[config.mk]
export PLATFORM = sky130hd
export DESIGN_NAME = cc_receive
export DESIGN_NICKNAME = d
export VERILOG_FILES = /design/src/rtl/cc_receive_pkg.sv /design/src/rtl/cc_sync2.sv /design/src/rtl/cc_receive.sv
export SDC_FILE = /design/constraint.sdc
export NUM_CORES = 1
export LEC_CHECK = 0
export CAP_MARGIN = 10
export CORE_MARGIN = 1.5
export CORE_UTILIZATION = 29
export CTS_CLUSTER_SIZE = 30
export DETAILED_ROUTE_END_ITERATION = 8
export GPL_ROUTABILITY_DRIVEN = 0
export SLEW_MARGIN = 40
export SYNTH_ARGS = -nofsm -noshare
export SYNTH_HDL_FRONTEND = slang
export SYNTH_SLANG_ARGS = --single-unit
export TNS_END_PERCENT = 50
[constraint.sdc]
create_clock -name clock -period 4.35 [get_ports clock]
set_input_delay 0.87 -clock clock [delete_from_list [all_inputs] [get_ports clock]]
set_output_delay 0.87 -clock clock [all_outputs]
set_load 0.005 [all_outputs]
[src/rtl/cc_receive_pkg.sv]
// Shared definitions for the CC serial link: receiver state encoding and
// default framing parameters common to transmitter and receiver.
package cc_receive_pkg;

  localparam int CC_SUBFRAME     = 2048;
  localparam int CC_BIT_PERIOD   = 51;
  localparam int CC_IDLE_TIMEOUT = 1024;

  typedef enum logic [2:0] {
    S_IDLE      = 3'd0,
    S_START     = 3'd1,
    S_DATA      = 3'd2,
    S_STOP      = 3'd3,
    S_WAIT_HIGH = 3'd4
  } rx_state_t;

endpackage

[src/rtl/cc_sync2.sv]
// Two-flop synchronizer for the asynchronous serial line; resets to the
// idle-high level so no false start bit appears after reset.
module cc_sync2 (
  input  logic clock,
  input  logic reset,
  input  logic d,
  output logic q
);

  logic meta;

  always_ff @(posedge clock or posedge reset) begin
    if (reset) begin
      meta <= 1'b1;
      q    <= 1'b1;
    end else begin
      meta <= d;
      q    <= meta;
    end
  end

endmodule

[src/rtl/cc_receive.sv]
// CC serial receiver: 8N1 bytes sampled mid-bit, written sequentially into a
// subframe RAM with framing-error and idle-timeout resynchronisation.
module cc_receive
  import cc_receive_pkg::*;
#(
  parameter int SUBFRAME     = CC_SUBFRAME,
  parameter int BIT_PERIOD   = CC_BIT_PERIOD,
  parameter int IDLE_TIMEOUT = CC_IDLE_TIMEOUT
) (
  input  logic        clock,
  input  logic        reset,
  input  logic        rx,
  output logic [11:0] wraddress,
  output logic [7:0]  wrdata,
  output logic        wren,
  output logic        DONE,
  output logic        frame_err,
  output logic        sync_lost
);

  localparam int CNT_W = $clog2(BIT_PERIOD + 1);
  localparam int IDL_W = $clog2(IDLE_TIMEOUT + 1);

  localparam logic [CNT_W-1:0] HALF_LAST = CNT_W'(BIT_PERIOD / 2 - 1);
  localparam logic [CNT_W-1:0] BIT_LAST  = CNT_W'(BIT_PERIOD - 1);
  localparam logic [IDL_W-1:0] IDLE_MAX  = IDL_W'(IDLE_TIMEOUT);
  localparam logic [IDL_W-1:0] IDLE_LAST = IDL_W'(IDLE_TIMEOUT - 1);
  localparam logic [12:0]      LAST_ADDR = 13'(SUBFRAME - 1);

  logic             rx_s;
  rx_state_t        state;
  logic [CNT_W-1:0] bit_cnt;
  logic [2:0]       bit_idx;
  logic [7:0]       shift;
  logic [12:0]      byte_cnt;
  logic [IDL_W-1:0] idle_cnt;

  cc_sync2 u_sync (
    .clock (clock),
    .reset (reset),
    .d     (rx),
    .q     (rx_s)
  );

  always_ff @(posedge clock or posedge reset) begin
    if (reset) begin
      state     <= S_IDLE;
      bit_cnt   <= '0;
      bit_idx   <= '0;
      shift     <= '0;
      byte_cnt  <= '0;
      idle_cnt  <= '0;
      wraddress <= '0;
      wrdata    <= '0;
      wren      <= 1'b0;
      DONE      <= 1'b0;
      frame_err <= 1'b0;
      sync_lost <= 1'b0;
    end else begin
      wren      <= 1'b0;
      DONE      <= 1'b0;
      frame_err <= 1'b0;
      sync_lost <= 1'b0;
      case (state)
        S_IDLE: begin
          if (!rx_s) begin
            bit_cnt  <= '0;
            idle_cnt <= '0;
            state    <= S_START;
          end else if (idle_cnt < IDLE_MAX) begin
            idle_cnt <= idle_cnt + 1'b1;
            // A stalled partial subframe is abandoned exactly once per idle period
            if (idle_cnt == IDLE_LAST && byte_cnt != '0) begin
              sync_lost <= 1'b1;
              byte_cnt  <= '0;
            end
          end
        end
        S_START: begin
          if (bit_cnt == HALF_LAST) begin
            if (rx_s) begin
              state <= S_IDLE;
            end else begin
              bit_cnt <= '0;
              bit_idx <= '0;
              state   <= S_DATA;
            end
          end else begin
            bit_cnt <= bit_cnt + 1'b1;
          end
        end
        S_DATA: begin
          if (bit_cnt == BIT_LAST) begin
            shift[bit_idx] <= rx_s;
            bit_cnt        <= '0;
            bit_idx        <= bit_idx + 1'b1;
            if (bit_idx == 3'd7) state <= S_STOP;
          end else begin
            bit_cnt <= bit_cnt + 1'b1;
          end
        end
        S_STOP: begin
          if (bit_cnt == BIT_LAST) begin
            bit_cnt <= '0;
            if (rx_s) begin
              wren      <= 1'b1;
              wrdata    <= shift;
              wraddress <= byte_cnt[11:0];
              if (byte_cnt == LAST_ADDR) begin
                DONE     <= 1'b1;
                byte_cnt <= '0;
              end else begin
                byte_cnt <= byte_cnt + 1'b1;
              end
              state <= S_IDLE;
            end else begin
              frame_err <= 1'b1;
              state     <= S_WAIT_HIGH;
            end
          end else begin
            bit_cnt <= bit_cnt + 1'b1;
          end
        end
        S_WAIT_HIGH: begin
          if (rx_s) state <= S_IDLE;
        end
        default: state <= S_IDLE;
      endcase
    end
  end

endmodule

# Word level (Yosys, flattened, before mapping)
# Index checks and enable logic that the tools add are counted.
# totals
in_bits	3
elab_cells	99
ff_bits	70
rom_bits	0
latch_bits	0
mem_count	0
mem_bits_rw	0
output_inout_bits	24
# op_classes
reduce_logical	14
n_mux	43
n_shift	0
eq_ne	21
bitwise_logic	0
n_addsub	4
n_mul	0
div	0
n_lt_le_gt_ge	3
# ops
operator	count
$mux 13	6
$mux 3	10
$pmux 13 s2	1
$mux 11	2
$mux 6	3
$ne 2x2->1 const B	9
$pmux 6 s3	1
$mux 1	15
$pmux 3 s5	1
$add 13x1->13 const B	1
$eq 13x11->1 const B	1
$reduce_bool 13->1	1
$reduce_and 6->1	2
$add 11x1->11 const B	1
$eq 11x10->1 const B	1
$lt 11x11->1 const B	1
$bwmux 8	1
$add 6x1->6 const B	1
$eq 3x2->1 const B	2
$eq 3x3->1 const B	2
$eq 6x5->1 const B	1
$eq 6x6->1 const B	1
$ne 2x1->1 const B	3
$pmux 3 s2	1
14 further kinds	17

# Logic depth before layout (Yosys ltp)
# depth
depth_word	6
ltp_mapped	8
ltp_nobuf	7

# Hierarchy
# From an unflattened synthesis, not the netlist that was laid out.
# hier_totals
cells_unflattened	310
area_unflattened_um2	3502.1
# by_module_without_submodules
mod	seq_area_each_um2	cells_per_inst	area_each_um2	n_inst
cc_receive	1701.6	307	3445.8	1
cc_sync2	52.6	3	56.3	1

# Least setup slack after synthesis
# No wires, ideal clock.
# synth_path
path_kind	reg2reg
start	register bit_cnt[0]
end	register wraddress[0]
t_arrival_ps	1750
path_stages_with_launch	7
synth_period_minus_slack_ps	1874
n_path_buf	1
required_ps	4225
setup_time_ps	125
setup_slack_ps	2476
path_cell_list	dfrtp_1 > inv_1 > ha_1 > nand4b_2 > nor4_4 > buf_2 > mux2_2
# synth_via
elab_chain_cells	2
# synth_lines
item	line	text
start, declared	cc_receive.sv:32	logic [CNT_W-1:0] bit_cnt;
start signal, assigned	cc_receive.sv:89	bit_cnt <= bit_cnt + 1'b1;
start signal, assigned	cc_receive.sv:99	bit_cnt <= bit_cnt + 1'b1;
start signal, assigned	cc_receive.sv:121	bit_cnt <= bit_cnt + 1'b1;
$eq 6x6->1	cc_receive.sv:103	if (bit_cnt == BIT_LAST) begin
$reduce_and 3->1 (no line)	-	
end signal, assigned	cc_receive.sv:108	wraddress <= byte_cnt[11:0];
end, declared	cc_receive.sv:13	output logic [11:0] wraddress,
# Every way passes these cells.
# A chain may end at the register's enable or synchronous reset.

# Worst setup path in the final report
# layout_path
start	register state[1]
end	register byte_cnt[7]
# layout_via
elab_chain_cells	3
elab_cells_between_ends	10
classes_between	eq/ne (6); mux (1); reduce/logical (3)
# layout_lines
item	line	text
start, declared	cc_receive.sv:31	rx_state_t state;
start signal, assigned	cc_receive.sv:47	state <= S_IDLE;
start signal, assigned	cc_receive.sv:69	state <= S_START;
start signal, assigned	cc_receive.sv:82	state <= S_IDLE;
$eq 3x2->1 or $logic_not 3->1 (tied branches)	cc_receive.sv:64	case (state)
$ne 2x1->1 (no line), or another cell as far along	-	
$reduce_and 6->1 (no line)	-	
end signal, assigned	cc_receive.sv:113	byte_cnt <= byte_cnt + 1'b1;
end, declared	cc_receive.sv:35	logic [12:0] byte_cnt;
# Parallel ways exist; a longest one is shown, timed or not.

==> out/metrics.cfg <==
[outcome]
status=complete, no violations

[clock_tree]
hold_buffers=0
cts_root_buf=clkbuf_16
clock_path_buffers=2
cts_resized=0
cts_setup_buffers=0
cts_tree=built
numCtsBuffers=9
clock_latency_ns=0.33
clk_pin_slew_ns=0.05
h-tree-depth=3
clock_sinks=70

[route]
dr.pass1.iters=4
drc=0
wirelength_mm=6.820
vias=2524
drtAntennaViolNets=0
dr_wl_met2_mm=3.156
met1_length_mm=3.393
vias_per_cell=5.120
wl_met3_um=256
dr.first_iter.drc_count=134
top_layer_used=met4
wl_per_cell_um=13.83

[grt]
grt_pass1_wl_mm=12.19
first_global_vias=2524
grt_usage_pct=11.83
grt_max_degree=31
antenna_found_initial=0
grt_overflow_total=0

[critical_path]
path_cells=nand3b_1 -> nor4_4 -> buf_4 -> and2_1 -> a41oi_1 -> a31oi_1
ff2ff_path_depth=6
path_buf_inv=1
worstReg2RegEnd=byte_cnt[7]$_DFFE_PP0P_
cp.depth=6
cp_slowest_cell=dfrtp_1
r2r_slack_ns=1.71
cp_data_arrival_time_ns=2.88
worstSetupEndpointType=flip-flop
critPathTopFamily=simple AND/OR/NAND/NOR gates
worstReg2RegStart=state[1]$_DFFE_PP0P_
required_ns=4.59
slowest_delay_ns=0.66
critPathMaxFanout=14
cp-start-kind=flip-flop
crit_type=flip-flop to flip-flop

[place]
place_area_um2=3807
place_worst_setup_slack_ns=1.591
port_buffers=26
dp_cells=476
dp_hpwl_mm=4.719

[min_path]
worstHoldPathCells=0
holdCritStartpoint=u_sync.meta$_DFF_PP1_
hp-class=flip-flop to flip-flop
min_to=u_sync.q$_DFF_PP1_

[pwr]
totalPowerFinal_mw=1.567
p_per_area_nw_per_um2=382.0
p_leak_nw=1.846
ir_drop_mv=0.1785

[synthesis]
seq_area_frac_synth_pct=51.39
synth_cell_type_count=46
synth_seq_cells=70
ys_async_sr_fraction_pct=100.0
synth_edf_count=0
synth_area_um2=3413
synthCells=319
synth_top_flop_cell=dfrtp_1
syn_avg_cell_area_um2=10.70
yosysWarningCount=0
syn_nets=330

[cells_and_area]
final_cells=493
diodes=0
final_area_um2=4101
drive_gt1_share_pct=17.43
syn_to_final_growth_pct=20.16
nets=356

[floorplanning]
die_y_um=111.5
num_rows=39
initial_core_util_pct=29.77
core_um2=11470
design.die.area_um2=12430
dieWidth_um=111.5
pin_count=27

[sta]
setup_slack_ns=1.708
finClkSkew_ns=0.007146
hold_viol_final=0
fmax_ghz=0.3785
period_needed_ns=2.642
max_slew_margin_pct=52.23
maxSlewViolCount=0
setup-tns-final_ns=0
finalCritPeriodShare_pct=60.73
setup_viol=0
worst_slew_pin_slew_ns=0.7139
rsz0062_at_grt=no

[run]
drv_cap=0

==> area by class of cell <==
class / instances / area (um^2)
clock buffer: 12 / 236.5
tap: 143 / 178.9
multi-input combinational: 220 / 1539
fill: 1134 / 7366
timing repair buffer: 30 / 290.3
clock inverter: 4 / 50.05
inverter: 14 / 52.55
sequential: 70 / 1754
==> cells by family (layout without fill, tap and decap cells) <==
logic type	count (synthesis)	count (layout)	share of synthesized area (%)
AO/OA/AOI/OAI	61	61	11.95
XOR/XNOR	4	4	1.027
adder cells (fa/ha/maj)	8	8	2.933
buffers and inverters	29	60	3.519
flip-flops	70	70	51.39
multiplexers	35	35	11.77
AND/OR/NAND/NOR	112	112	17.41
==> power breakdown <==
group	internal, mW	switching, mW	total [mW]	leakage (nW)
Combinational	0.0585	0.0749	0.133	0.752
Sequential	0.679	0.0494	0.729	0.961
Clock	0.443	0.261	0.704	0.133
==> sequential cells by signal (all words and copies together), names as in the netlist <==
| signal | count |
|---|---|
| DONE | 1 |
| idle_cnt | 11 |
| u_sync.q | 1 |
| byte_cnt | 13 |
| sync_lost | 1 |
| frame_err | 1 |
| wrdata | 8 |
| u_sync.meta | 1 |
| bit_idx | 3 |
| shift | 8 |
| wren | 1 |
| state | 3 |
| bit_cnt | 6 |
| wraddress | 12 |
==> synth_stat cells, drive strengths merged (3+ instances only) <==
cell type,number,area [um^2]
mux2,31,349.1
dfrtp,68,1702
o21ai,9,45.04
o21a,3,22.52
inv,14,52.55
nand3,13,65.06
o31ai,5,37.54
a21oi,15,75.07
nor2b,3,18.77
mux2i,4,52.55
a22o,5,43.79
and3,8,50.05
ha,8,100.1
and2,3,18.77
nor3,7,45.04
a31oi,11,68.82
clkbuf,9,35.03
nand4,4,25.02
nand2,36,135.1
nor4,4,40.04
nor2,23,88.84
buf,6,32.53
a41oi,6,52.55
==> per-stage QoR <==
step / hold slack, ns / util (%)
2_1_floorplan: 0.3452 / -
5_1_grt: 0.3634 / 35.77
3_5_place_dp: 0.3472 / 33.20
4_1_cts: 0.3567 / 35.70
3_3_place_gp: 0.3462 / 33.20
6_report: 0.3564 / 35.77
==> worst max-delay path by stage <==
stage / startpoint / to / slack (ns)
4_1_cts: state[1]$_DFFE_PP0P_ / byte_cnt[7]$_DFFE_PP0P_ / 1.57
6_report: state[1]$_DFFE_PP0P_ / byte_cnt[7]$_DFFE_PP0P_ / 1.71
2_1_floorplan: reset / DONE$_DFF_PP0_ / 1.72
3_3_place_gp: state[1]$_DFFE_PP0P_ / byte_cnt[7]$_DFFE_PP0P_ / 1.72
5_1_grt: state[1]$_DFFE_PP0P_ / byte_cnt[7]$_DFFE_PP0P_ / 1.48
3_5_place_dp: state[1]$_DFFE_PP0P_ / byte_cnt[7]$_DFFE_PP0P_ / 1.59
==> placed cells by master, fill, tap and decap left out, drive strengths merged, types with 3 or more instances in the layout <==
cell            n
dfrtp          68
and2            3
and3            8
nor2           23
o31ai           5
nand3          13
o21a            3
mux2           31
buf             4
a21oi          15
nand2          36
a22o            5
nor4            4
nor3            7
a41oi           6
o21ai           9
clkbuf         12
mux2i           4
nand4           4
inv            14
nor2b           3
a31oi          11
clkdlybuf4s50  26
ha              8
==> per-layer routing <==
| metal | GRT usage (%) | up-vias |
|---|---|---|
| met5 | 0 | - |
| met4 | 3.376 | 0 |
| met3 | 3.048 | 2 |
| met2 | 18.24 | 51 |
| met1 | 16.49 | 1267 |
| li1 | - | 1204 |
Power figures use the tool's default switching activity.
==> patch: new RTL, config.mk and constraints unchanged <==
The 5 states of `rx_state_t` get a one-hot encoding in 5 bits.
--- a/src/rtl/cc_receive_pkg.sv
+++ b/src/rtl/cc_receive_pkg.sv
@@ -8,8 +8,8 @@
 
-  typedef enum logic [2:0] {
-    S_IDLE      = 3'd0,
-    S_START     = 3'd1,
-    S_DATA      = 3'd2,
-    S_STOP      = 3'd3,
-    S_WAIT_HIGH = 3'd4
+  typedef enum logic [4:0] {
+    S_IDLE      = 5'b00001,
+    S_START     = 5'b00010,
+    S_DATA      = 5'b00100,
+    S_STOP      = 5'b01000,
+    S_WAIT_HIGH = 5'b10000
   } rx_state_t;
Formal check against the unedited RTL: no difference found for any inputs over 10 cycles, from zero or initial values and one cycle with reset high; not proved beyond that.
==> patch against the unedited design <==
Worst hold slack better by 2.1 ps; synthesized cell count up 19%; routed wire length rose by 14%; via count up 12%; setup slack improved by 260 ps; sequential cell count increased by 2; critical path depth up 1; final area rose by 5.9%; global-route usage rose by 0.92 points; area after synthesis up 6.5%; critical path type unchanged; largest cell class unchanged; highest routed layer unchanged.
Power is not compared: it rests on default switching activity, and its combinational part moved more than twofold at a synthesized area within 25%.
==> patch: results (changes against the unedited design) <==
Run status
The flow ran to the end, and the final reports show no timing, DRC or antenna violations.

Logic synthesis
The synthesized netlist net count was 391 (+18%). The commonest cells after synthesis are sky130_fd_sc_hd__nand2_1, sky130_fd_sc_hd__dfrtp_1, sky130_fd_sc_hd__nor2_1, sky130_fd_sc_hd__a31oi_1, sky130_fd_sc_hd__nand3_1. Yosys attributes the largest share of cell area to sky130_fd_sc_hd__dfrtp_1, sky130_fd_sc_hd__nand2_1, sky130_fd_sc_hd__ha_1. The sequential area share after synthesis is 49.7% (-1.7 points). The count of mapped cells out of synthesis is 380 (+19%). The post-synthesis share of cell area spent on full adders, half adders and majority gates is 2.75% (-0.18 points).

The mux cell area share after synthesis is 3.34% (-8.4 points). The fraction of the mapped netlist area in compound gates is 12.9% (+0.96 points). The xor/xnor share of the synthesized area is 1.69% (+0.66 points).

The distinct cell type count of the synthesized netlist is 59 (+28%).

GRT
The wire length of the first global-routing pass was 13500 µm (+11%). The global-route track usage on met1 came to 16.6% (+0.11 points). The met2 track demand over resource is 20.6% (+2.4 points).

The maximum number of pins on one net before global-route repair is 37 (+19%). The global-route track usage on met3 was 3.85% (+0.80 points).

Drt
The sum of routed wire segments on met1 was 3630 µm (+7.0%). The first-iteration detailed-routing DRC count came to 211 (+57%). The total number of vias is 2838 (+12%). The met2 wirelength from detailed routing is 3680 µm (+16%). The final routed wire length divided by cell count came to 13.6 µm (-1.9%).

Timing
The top achievable clock speed is 420 MHz (+11%). The slew of the pin with the lowest slew margin is 688 ps (-25.6 ps). The maximum clock skew at final layout is 4.68 ps (-2.47 ps).

Pwr
The leakage power figure is 1.92 nW.

Final layout
The number of nets in the layout is 410 (+15%). The final instance count without filler cells came to 572 (+16%). The fraction of final layout cells with drive strength greater than 1 came to 9.90% (-7.5 points). The number of diodes is 0 (unchanged).

Critical path
The depth of the worst register-to-register path came to 7 (+1). The largest fanout on the critical path is 9 (-5). The worst register-to-register path ends at byte_cnt[1]. The worst-case register-to-register setup slack is 1970 ps (+260 ps).

The worst path arrival time came to 2640 ps (-240 ps). The maximum single-stage delay on the critical path is 480 ps (-180 ps).

Placement
The HPWL after detailed placement came to 5360 µm (+14%). The area after detailed placement is 4000 µm² (+5.0%). The cell count after placement is 556 (+17%).
==> patch: cell count changes in the layout (fill, tap and decap cells not counted), moves of 3 or more <==
cell | unedited run | this run
sky130_fd_sc_hd__nand2_1 | 36 | 90
sky130_fd_sc_hd__mux2_2 | 31 | 5
sky130_fd_sc_hd__a21oi_1 | 15 | 8
sky130_fd_sc_hd__inv_1 | 13 | 6
sky130_fd_sc_hd__nor3b_1 | 0 | 6
sky130_fd_sc_hd__a31oi_1 | 11 | 15
sky130_fd_sc_hd__mux2_1 | 0 | 4
sky130_fd_sc_hd__clkbuf_1 | 3 | 0
sky130_fd_sc_hd__o21ai_0 | 9 | 12
sky130_fd_sc_hd__o21ai_1 | 0 | 3
sky130_fd_sc_hd__or3_1 | 0 | 3
sky130_fd_sc_hd__xor2_1 | 2 | 5
==> patch: power groups by stage <==
| stage | registers [W] | logic [W] | clock network (W) |
|---|---|---|---|
| 5_1_grt | 0.000773 | 0.000343 | 0.000887 |
| 2_1_floorplan | 0.000739 | 0.000286 | 0 |
| 4_1_cts | 0.000764 | 0.000305 | 0.000864 |
| 3_3_place_gp | 0.000772 | 0.000297 | 0 |
| 3_5_place_dp | 0.000776 | 0.000303 | 0 |
| 6_report | 0.000764 | 0.000302 | 0.000847 |
==> patch: final cells by class <==
cell class	count	area, µm²
Fill cell	1251	7770
Timing Repair Buffer	31	293
Multi-Input combinational cell	277	1660
Sequential cell	72	1810
Clock inverter	7	120
Clock buffer	9	225
Inverter	8	31.3
Tap cell	168	210
==> patch: stage by stage <==
step           util (%)  power [W]  hold WS (ps)
2_1_floorplan         -    0.00102           345
3_3_place_gp       32.9    0.00107           348
3_5_place_dp       33.0    0.00108           351
4_1_cts            35.8    0.00193           359
5_1_grt            35.9    0.00200           365
6_report           35.9    0.00191           358
